--- config.mk ---
export PLATFORM = sky130hd
export DESIGN_NAME = dm_master
export DESIGN_NICKNAME = d
export VERILOG_FILES = /design/src/rtl/dm_master.sv
export SDC_FILE = /design/constraint.sdc
export NUM_CORES = 1
export LEC_CHECK = 0
export ABC_CLOCK_PERIOD_IN_PS = 4300
export CAP_MARGIN = 20
export CORE_ASPECT_RATIO = 0.8
export CORE_MARGIN = 8
export CORE_UTILIZATION = 46
export DETAILED_ROUTE_END_ITERATION = 7
export PLACE_DENSITY_LB_ADDON = 0.05
export SLEW_MARGIN = 10
export SYNTH_ARGS = -nofsm -noshare
export SYNTH_HDL_FRONTEND = slang
export SYNTH_SLANG_ARGS = --single-unit
--- constraint.sdc ---
create_clock -name CLK -period 4.3 [get_ports CLK]
set_input_delay 1.29 -clock CLK [delete_from_list [all_inputs] [get_ports CLK]]
set_output_delay 1.29 -clock CLK [all_outputs]
set_load 0.02 [all_outputs]
--- src/rtl/dm_master.sv ---
// Data-memory master: LOAD, STORE and byte-wise COPY against a single-port memory.
// Response k cycles after accept (LOAD/STORE 2, COPY 2*len+1, empty/reserved 1); no response backpressure.
module dm_master (
    input  logic       CLK,
    input  logic       RST,
    input  logic       req_valid,
    output logic       req_ready,
    input  logic [1:0] req_op,
    input  logic [7:0] req_addr,
    input  logic [7:0] req_dst,
    input  logic [7:0] req_len,
    input  logic [7:0] req_wdata,
    output logic       resp_valid,
    output logic [7:0] resp_data,
    output logic       resp_err,
    output logic       busy,
    output logic       dm_wrt_en,
    output logic [7:0] dm_address,
    output logic [7:0] dm_wrt_data,
    input  logic [7:0] dm_rd_data
);

    localparam logic [1:0] OP_LOAD  = 2'b00;
    localparam logic [1:0] OP_STORE = 2'b01;
    localparam logic [1:0] OP_COPY  = 2'b10;

    typedef enum logic [2:0] {IDLE, LOAD, STORE, CP_RD, CP_WR, RESP} state_t;

    state_t     state, state_nxt;
    logic [7:0] addr_q, dst_q, len_q, wdata_q, idx, buffer;
    logic       accept, last_byte;

    assign accept    = req_valid && (state == IDLE);
    assign last_byte = (idx == len_q - 8'd1);

    always_ff @(posedge CLK or posedge RST) begin
        if (RST) state <= IDLE;
        else     state <= state_nxt;
    end

    // Memory-side outputs decode from the state register only.
    always_comb begin
        state_nxt   = state;
        req_ready   = 1'b0;
        resp_valid  = 1'b0;
        busy        = 1'b1;
        dm_wrt_en   = 1'b0;
        dm_address  = 8'd0;
        dm_wrt_data = 8'd0;
        case (state)
            IDLE: begin
                req_ready = 1'b1;
                busy      = 1'b0;
                if (req_valid) begin
                    case (req_op)
                        OP_LOAD:  state_nxt = LOAD;
                        OP_STORE: state_nxt = STORE;
                        OP_COPY:  state_nxt = (req_len != 8'd0) ? CP_RD : RESP;
                        default:  state_nxt = RESP;
                    endcase
                end
            end
            LOAD: begin
                dm_address = addr_q;
                state_nxt  = RESP;
            end
            STORE: begin
                dm_wrt_en   = 1'b1;
                dm_address  = addr_q;
                dm_wrt_data = wdata_q;
                state_nxt   = RESP;
            end
            CP_RD: begin
                dm_address = addr_q + idx;
                state_nxt  = CP_WR;
            end
            CP_WR: begin
                dm_wrt_en   = 1'b1;
                dm_address  = dst_q + idx;
                dm_wrt_data = buffer;
                state_nxt   = last_byte ? RESP : CP_RD;
            end
            RESP: begin
                resp_valid = 1'b1;
                state_nxt  = IDLE;
            end
            default: state_nxt = IDLE;
        endcase
    end

    always_ff @(posedge CLK or posedge RST) begin
        if (RST) begin
            addr_q    <= 8'd0;
            dst_q     <= 8'd0;
            len_q     <= 8'd0;
            wdata_q   <= 8'd0;
            idx       <= 8'd0;
            buffer    <= 8'd0;
            resp_data <= 8'd0;
            resp_err  <= 1'b0;
        end else begin
            if (accept) begin
                addr_q   <= req_addr;
                dst_q    <= req_dst;
                len_q    <= req_len;
                wdata_q  <= req_wdata;
                idx      <= 8'd0;
                resp_err <= (req_op == 2'b11);
                // Operations that touch no memory complete with zero data.
                if (req_op == 2'b11 || (req_op == OP_COPY && req_len == 8'd0))
                    resp_data <= 8'd0;
            end
            case (state)
                LOAD:  resp_data <= dm_rd_data;
                STORE: resp_data <= wdata_q;
                CP_RD: buffer    <= dm_rd_data;
                CP_WR: begin
                    resp_data <= buffer;
                    if (!last_byte) idx <= idx + 8'd1;
                end
                default: ;
            endcase
        end
    end

endmodule
==> impl_metrics.toml, run 1 <==
[routing]
post-route-drc-count = 0
routed_wl_mm = 8.97
routed_via_density = 5.45
vias = 2763
drt_iter0_drc = 128
drtAntennaViolNets = 0
wl_per_cell_um = 17.7
dr.pass1.iters = 4

[job]
max-cap-violations = 0

[critical_path]
crit_path_start_kind = "flop"
critPathMaxFanout = 5
critPathMaxStageDelay_ns = 0.42
crit_path_cell_trace = "or3b_4 > nand2_1 > nand2_1 > ha_2 > inv_1 > fa_2 > nor2b_1 > o21ai_1 > a21boi_1 > o21a_1 > or3_1 > a31o_2 > buf_2"
end_kind = "output pin"
crit_type = "flop to output pin"
cp.required_ns = 3.01
cpMaxStageDelayCell = "or3b_4"
cp.arrival_ns = 2.88
crit_top_cell = "nand2_1"

[timing]
finalHoldViolations = 0
layout_setup_ws_ns = 0.130
fin_crit_ns = 4.17
finalSetupViolations = 0
max_freq_mhz = 240
slew_violations = 0
slew_headroom_pct = 47.3
setup_tns_ns = 0
tightest_slew_ns = 0.789
finalCritPeriodShare_pct = 97.0
clock_skew_ns = 0.00528

[synthesis]
synth_top_cell_area_share_pct = 44.8
yosysUniqueCellTypes = 52
syn_nets = 378
syn_inst = 323
synth_seq_cells = 60
ys_warn_count = 0
ys_seq_area_share_pct = 44.8
synthFlopType = "dfrtp_1"
synth_largest_area_cell = "dfrtp_1"
ys_top_cells_by_area = "dfrtp_1 (45%), mux2_2 (13%), nand2_1 (5.3%), ha_1 (3.4%), a22oi_1 (2.9%)"
synthArstFlopShare_pct = 100
netlist_area_um2 = 3350
synth_edf_count = 0
avgSynthCellArea_um2 = 10.4

[place]
placed_cell_area_um2 = 4300
post-dp-hpwl_mm = 6.66
io_buffers = 73
place.gp.congestion = 0.878
place_worst_setup_slack_ns = -0.109

[clocking]
cts_buffers = 9
cts_root_buf = "clkbuf_8"
clk_latency_ns = 0.34
cts_tree = "built"
cts.sinks = 60
clockBufferDepth = 2
htreeDepth = 3
clk_pin_slew_ns = 0.07
hold_buffers = 0

[global_routing]
track_usage_pct = 17.7
grt_max_degree = 27
grt-ovfl-total = 0
antenna_found_initial = 0
grt_pass1_vias = 2850
grt_pass1_wl_mm = 14.7

[die]
floorplan.initialDensity_pct = 46.5
dieArea_um2 = 10300
die_w_um = 111
die_h_um = 92.4
rows = 28
core_um2 = 7220
io_pins = 74

[power_and_ir_drop]
ir_drop_v = 0.000383
design_power_total_uw = 3630
leakage_uw = 0.00193
p_per_area_nw_per_um2 = 803

[layout]
final_area_um2 = 4520
fill_cells = 637
area_growth_pct = 34.8
final_nets = 467
regArea_um2 = 1500
final_common_cell = "clkdlybuf4s50_1"
multi_input_area_um2 = 1780
antenna_cells = 0
mostFrequentLayoutCells = "clkdlybuf4s50_1 (66), dfrtp_1 (60), nand2_1 (47)"
drive_above_1_share_pct = 23.3

[outcome]
outcome = "finished clean"

[hold_path]
hold_class = "flop to flop"
-- cells in the mapped netlist, types with 2 or more instances --
master    number
dfrtp_1       60
nand2_1       47
mux2_2        40
nor2_1        17
clkbuf_1      14
a22oi_1       13
o21ai_0       12
inv_1         11
a221o_1        9
ha_1           9
xnor2_1        8
xor2_1         8
mux2i_1        6
nor3_1         6
a21oi_1        5
nand3_1        4
nor2b_1        4
buf_1          3
nand2b_1       3
nor3b_1        3
o211ai_1       3
and2_1         2
nand3b_1       2
nand4_1        2
nor4_1         2
o21bai_1       2
o41ai_1        2
or3_1          2
-- registers in the layout, summed over array words and instances (netlist names) --
register	cells
addr_q	8
buffer	8
dst_q	8
idx	8
len_q	8
resp_data	8
wdata_q	8
state	3
resp_err	1
-- kinds of logic after synthesis --
logic type | synth area share, %
buffers and inverters | 3.13
AO/OA/AOI/OAI | 14.0
multiplexers | 15.6
adder cells (fa/ha/maj) | 3.96
flip-flops | 44.8
XOR/XNOR | 4.18
AND/OR/NAND/NOR | 14.4
-- metrics by stage --
stage,std cells,hold WS [ns],utilization (%)
6_report,507,0.510,62.6
5_1_grt,507,0.529,62.6
4_1_cts,505,0.511,62.3
3_5_place_dp,489,0.495,59.5
3_3_place_gp,489,0.466,59.5
2_1_floorplan,323,0.479,-
-- worst max-delay path, delay by kind of cell, from the launching register on --
family | cells | cell delay, ns
buffers and inverters | 2 | 0.22
AOI/OAI and AO/OA | 4 | 0.67
and+or+nand+nor | 5 | 0.91
DFF | 1 | 0.38
adders and majority gates | 2 | 0.38
-- metal layers --
metal  track usage, %  up-vias  routed length [µm]
met4             4.43        0                  96
met1             23.0     1340                4200
li1                 -     1332                   -
met2             26.4       83                3950
met5                0        -                   0
met3             7.62        8                 725
-- worst paths after layout --
kind | to | from | cells past startpoint | slack, ns
max | dm_address[6] | state[1] | 13 | 0.13
min | wdata_q[1] | wdata_q[1] | 1 | 0.51
max reg2reg | idx[1] | len_q[0] | 8 | 1.62
min reg2reg | wdata_q[1] | wdata_q[1] | 1 | 0.51
max in group asynchronous | dst_q[6] | RST | 3 | 2.32
min in group asynchronous | wdata_q[7] | RST | 2 | 1.31
-- layout make-up --
type	count	area share, %
repair buffers	95	19.6
clock buffers	11	3.13
multi-input cells	235	39.3
inverters	11	0.914
well taps	90	2.49
flip-flops and latches	60	33.2
clock inverters	5	1.33
-- power breakdown --
group	internal [µW]	leakage [µW]	total [µW]	switching (µW)
Sequential	834	0.000730	1040	211
Combinational	1020	0.00110	2070	1040
Clock	285	0.0000999	518	232
Total	2140	0.00193	3630	1490
-- repair_timing --
| action | in CTS | in global routing |
|---|---|---|
| pin swaps | 0 | 4 |
| endpoints found under the hold margin | 0 | 0 |
| buffers inserted | 0 | 1 |
| resized for setup | 22 | 17 |
| setup endpoints to repair | 7 | 6 |
Power figures use the tool's default switching activity.
==> run 2, diff against run 1 <==
Settings changed: PLACE_DENSITY set to 0.75, PLACE_DENSITY_LB_ADDON 0.05 to unset.
==> impl_metrics.toml, run 2 (same netlist as run 1, synthesis figures left out) <==
[power_and_ir_drop]
p_per_area_nw_per_um2 = 816
netSwitchingFraction_pct = 39.6
pwr-share-clk_pct = 16.8
design_power_total_uw = 3740
seqPwrFrac_pct = 28.1
p_sw_uw = 1480
ir_drop_v = 0.000392
comb_power_share_pct = 55.2
p_int_uw = 2260
leakage_uw = 0.00193

[global_routing]
grt-ovfl-total = 0
grt_pass1_vias = 2903
grt_max_degree = 40
antenna_found_initial = 0
track_usage_pct = 17.0
grt_pass1_wl_mm = 14.3

[timing]
layout_setup_ws_ns = 0.0709
tightest_slew_ns = 1.10
finalHoldViolations = 0
slew_headroom_pct = 26.8
finalSetupViolations = 0
slew_violations = 0
clock_skew_ns = 0.00869
max_freq_mhz = 236
finalCritPeriodShare_pct = 98.4
fin_crit_ns = 4.23
setup_tns_ns = 0

[routing]
routed_wl_mm = 8.60
routed_via_density = 5.52
wl_per_cell_um = 17.1
drtAntennaViolNets = 0
dr.pass1.iters = 4
vias = 2775
drt_iter0_drc = 110
post-route-drc-count = 0

[clocking]
cts.sinks = 60
clk_pin_slew_ns = 0.07
clk_latency_ns = 0.34
htreeDepth = 3
clockBufferDepth = 2
cts_root_buf = "clkbuf_8"
hold_buffers = 0
cts_buffers = 9
cts_tree = "built"

[die]
dieArea_um2 = 10300
floorplan.initialDensity_pct = 46.5
die_w_um = 111
die_h_um = 92.4
io_pins = 74
core_um2 = 7220
rows = 28

[critical_path]
cp.arrival_ns = 2.94
critPathMaxFanout = 5
rr_worst_depth = 6
cp.required_ns = 3.01
crit_path_start_kind = "flop"
end_kind = "output pin"
crit_type = "flop to output pin"

[layout]
drive_above_1_share_pct = 24.0
fill_cells = 575
mostFrequentLayoutCells = "clkdlybuf4s50_1 (66), dfrtp_1 (60), nand2_1 (45)"
fin_cells = 503
final_common_cell = "clkdlybuf4s50_1"
antenna_cells = 0
regArea_um2 = 1500
multi_input_area_um2 = 1820
fin_util_pct = 63.5
area_growth_pct = 36.8
final_nets = 463

[place]
io_buffers = 73
post-dp-hpwl_mm = 6.41
place.gp.congestion = 0.851
place_worst_setup_slack_ns = -0.119
dp_cells = 486

[hold_path]
hold_class = "flop to flop"
hold_depth = 2

[outcome]
outcome = "finished clean"

[job]
max-cap-violations = 0
run 2: cell count changes in the layout (fill, tap and decap cells not counted), moves of 2 or more:
cell and delta:
buf_4 -3, ha_4 +3, bufinv_16 +2, ha_1 -2, nand2_1 -2, nand2_2 +2
run 2: path summary, 6_finish.rpt:
| path | from | to | slack (ns) |
|---|---|---|---|
| max | state[1] | dm_address[6] | 0.07 |
| min | resp_err | resp_err | 0.49 |
| max reg2reg | state[2] | dst_q[0] | 1.63 |
| min reg2reg | resp_err | resp_err | 0.49 |
| max in group asynchronous | RST | addr_q[0] | 2.12 |
| min in group asynchronous | RST | len_q[3] | 1.30 |
run 2: final cells by class:
cell class	count	share of cell area, %
repair buffers	91	18.7
clock buffers	10	3.00
clock inverters	6	2.43
inverters	11	0.900
well taps	90	2.46
multi-input cells	235	39.8
flip-flops and latches	60	32.7
run 2: what timing repair did:
| item | 4_1_cts | 5_1_grt |
|---|---|---|
| gates cloned | 0 | 0 |
| pin swaps | 2 | 10 |
| resized for setup | 24 | 23 |
| setup buffers | 1 | 0 |
| setup endpoints to repair | 7 | 6 |
| hold endpoints to repair | 0 | 0 |
run 2: stage by stage:
step / hold slack [ns] / area [µm²]
floorplan: 0.479 / 3350
global placement: 0.468 / 4270
detailed placement: 0.480 / 4270
CTS: 0.496 / 4530
global route: 0.522 / 4590
finish: 0.487 / 4590
run 2: critical path, stage by stage, from the launching register on:
cell,delay (ns)
dfrtp_1,0.38
or3b_4,0.44
nand2_2,0.08
nand2_2,0.06
ha_4,0.16
inv_2,0.05
fa_2,0.20
nor2b_1,0.05
o21ai_1,0.19
a21boi_1,0.10
o21a_1,0.21
or3_1,0.30
a31o_2,0.25
buf_6,0.13
run 2: power groups by stage:
stage	sequential (µW)	combinational, µW	clock, µW
after floorplan	1030	1280	0
after global placement	1040	1970	0
after detailed placement	1050	2030	0
after CTS	1040	2010	644
after global routing	1090	2260	664
final	1050	2060	628
run 2: metal layers:
metal  vias up  global-route usage [%]  wire length (µm)
met3         7                    6.27               656
met4         0                    4.87                62
li1       1331                       -                 -
met5         -                       0                 0
met2        76                    28.6              4200
met1      1361                    20.0              3680
==> run 3, diff against run 2 <==
Settings changed: ABC_CLOCK_PERIOD_IN_PS 4300 to 4250, CORE_UTILIZATION 46 to 51, PLACE_DENSITY 0.75 to 0.79.
Clock period 4.3 ns to 4.25 ns, I/O delays scaled along.
==> impl_metrics.toml, run 3 (same netlist as run 1, synthesis figures left out) <==
[critical_path]
r2r_setup_slack_ns = 1.50
rr_worst_depth = 6
crit_path_start_kind = "flop"
r2r-end = "addr_q[1]"
cp-endpoint = "dm_address[6]"
end_kind = "output pin"
critPathMaxFanout = 5
cp.arrival_ns = 2.95
crit_type = "flop to output pin"
crit_path_start = "state[0]"
cp.required_ns = 2.97
reg2reg_from = "state[0]"

[power_and_ir_drop]
p_int_uw = 2150
seqPwrFrac_pct = 29.2
netSwitchingFraction_pct = 41.7
design_power_total_uw = 3690
pwr-share-clk_pct = 12.9
leakage_uw = 0.00191
p_per_area_nw_per_um2 = 814
p_sw_uw = 1540
comb_power_share_pct = 57.9
ir_drop_v = 0.000428

[die]
die_w_um = 107
die_h_um = 88.5
core_um2 = 6380
floorplan.initialDensity_pct = 52.6
io_pins = 74
rows = 26
dieArea_um2 = 9440

[timing]
tightest_slew_ns = 1.09
finalCritPeriodShare_pct = 99.5
rsz0062_at_grt = "true"
slew_headroom_pct = 27.5
finalSetupViolations = 0
fin_crit_ns = 4.23
whs_ns = 0.511
finalHoldViolations = 0
layout_setup_ws_ns = 0.0204
max_freq_mhz = 236
slew_violations = 0
clock_skew_ns = 0.0105

[place]
io_buffers = 73
dp_cells = 481
post-dp-hpwl_mm = 6.41
place.gp.congestion = 0.958
place_worst_setup_slack_ns = -0.129

[layout]
final_common_cell = "clkdlybuf4s50_1"
area_growth_pct = 35.2
multi_input_area_um2 = 1800
drive_above_1_share_pct = 23.7
final_nets = 467
regArea_um2 = 1500
fin_util_pct = 71.1
fill_cells = 491
antenna_cells = 0
mostFrequentLayoutCells = "clkdlybuf4s50_1 (66), dfrtp_1 (60), nand2_1 (47)"
fin_cells = 501

[clocking]
clockBufferDepth = 2
cts.sinks = 60
clk_pin_slew_ns = 0.07
htreeDepth = 3
cts_buffers = 9
cts_root_buf = "clkbuf_8"
cts_tree = "built"
clk_latency_ns = 0.35

[job]
max-cap-violations = 0

[global_routing]
antenna_found_initial = 0
grt_pass1_vias = 2915
grt-ovfl-total = 0
grt_max_degree = 61
grt_pass1_wl_mm = 14.5
track_usage_pct = 19.6

[hold_path]
hold_class = "flop to flop"

[routing]
routed_via_density = 5.58
dr.pass1.iters = 5
vias = 2794
drt_iter0_drc = 148
routed_wl_mm = 8.78
drtAntennaViolNets = 0
wl_per_cell_um = 17.5
post-route-drc-count = 0

[outcome]
outcome = "finished clean"
-- run 3: cell types whose count changed in the layout (fill, tap and decap cells not counted), moves of 2 or more --
cell        before  now
nand2_1         45   47
clkinvlp_4       1    3
buf_4           17   23
buf_2            3    0
nand2_2          2    0
bufinv_16        3    0
-- run 3: metrics by stage --
step	setup TNS, ns	cell area, µm²
after floorplan	0	3350
after global placement	-0.0763	4270
after detailed placement	-0.300	4270
after CTS	0	4450
after global routing	-0.351	4530
final	0	4530
-- run 3: timing repair --
| action | 4_1_cts | 5_1_grt |
|---|---|---|
| gates resized for setup | 26 | 19 |
| pin swaps | 1 | 9 |
| endpoints found under the setup margin | 7 | 6 |
| hold buffers | 0 | 0 |
| endpoints found under the hold margin | 0 | 0 |
| buffers inserted | 0 | 4 |
| gates cloned | 0 | 0 |
-- run 3: cell type report --
type | instances | share of cell area (%)
clock buffer | 10 | 3.04
clock inverter | 6 | 1.08
inverter | 11 | 0.911
multi-input combinational | 235 | 39.7
sequential | 60 | 33.1
tap | 84 | 2.32
timing repair buffer | 95 | 19.8
-- run 3: worst min-delay path by stage --
stage | startpoint | to | slack, ns | cells past startpoint
final | dst_q[4] | dst_q[4] | 0.51 | 1
after CTS | dst_q[6] | dst_q[6] | 0.51 | 1
after floorplan | dst_q[7] | dst_q[7] | 0.48 | 1
after global placement | buffer[5] | buffer[5] | 0.49 | 1
after detailed placement | resp_err | resp_err | 0.49 | 2
after global routing | dst_q[4] | dst_q[4] | 0.53 | 1
-- run 3: critical path: stages (launching register included) --
cell and delay [ns]:
dfrtp_1 0.38, or3b_4 0.42, nand2_1 0.08, nand2_1 0.06
ha_2 0.17, inv_1 0.07, fa_2 0.19, nor2b_1 0.04
o21ai_1 0.18, a21boi_1 0.10, o21a_1 0.19, or3_1 0.31
a31o_2 0.24, buf_4 0.15
-- run 3: routing by layer --
layer | track usage [%] | vias up | share of wire (%)
met2 | 29.4 | 97 | 45
met4 | 5.22 | 0 | 1.2
met5 | 0 | - | 0
li1 | - | 1338 | -
met1 | 25.4 | 1348 | 45
met3 | 8.22 | 11 | 8.2
-- run 3: power groups by stage --
stage | logic (µW) | registers, µW | clock network [µW]
6_report | 2140 | 1080 | 476
5_1_grt | 2330 | 1110 | 521
4_1_cts | 2040 | 1070 | 490
3_5_place_dp | 2060 | 1080 | 0
3_3_place_gp | 2010 | 1070 | 0
2_1_floorplan | 1300 | 1040 | 0
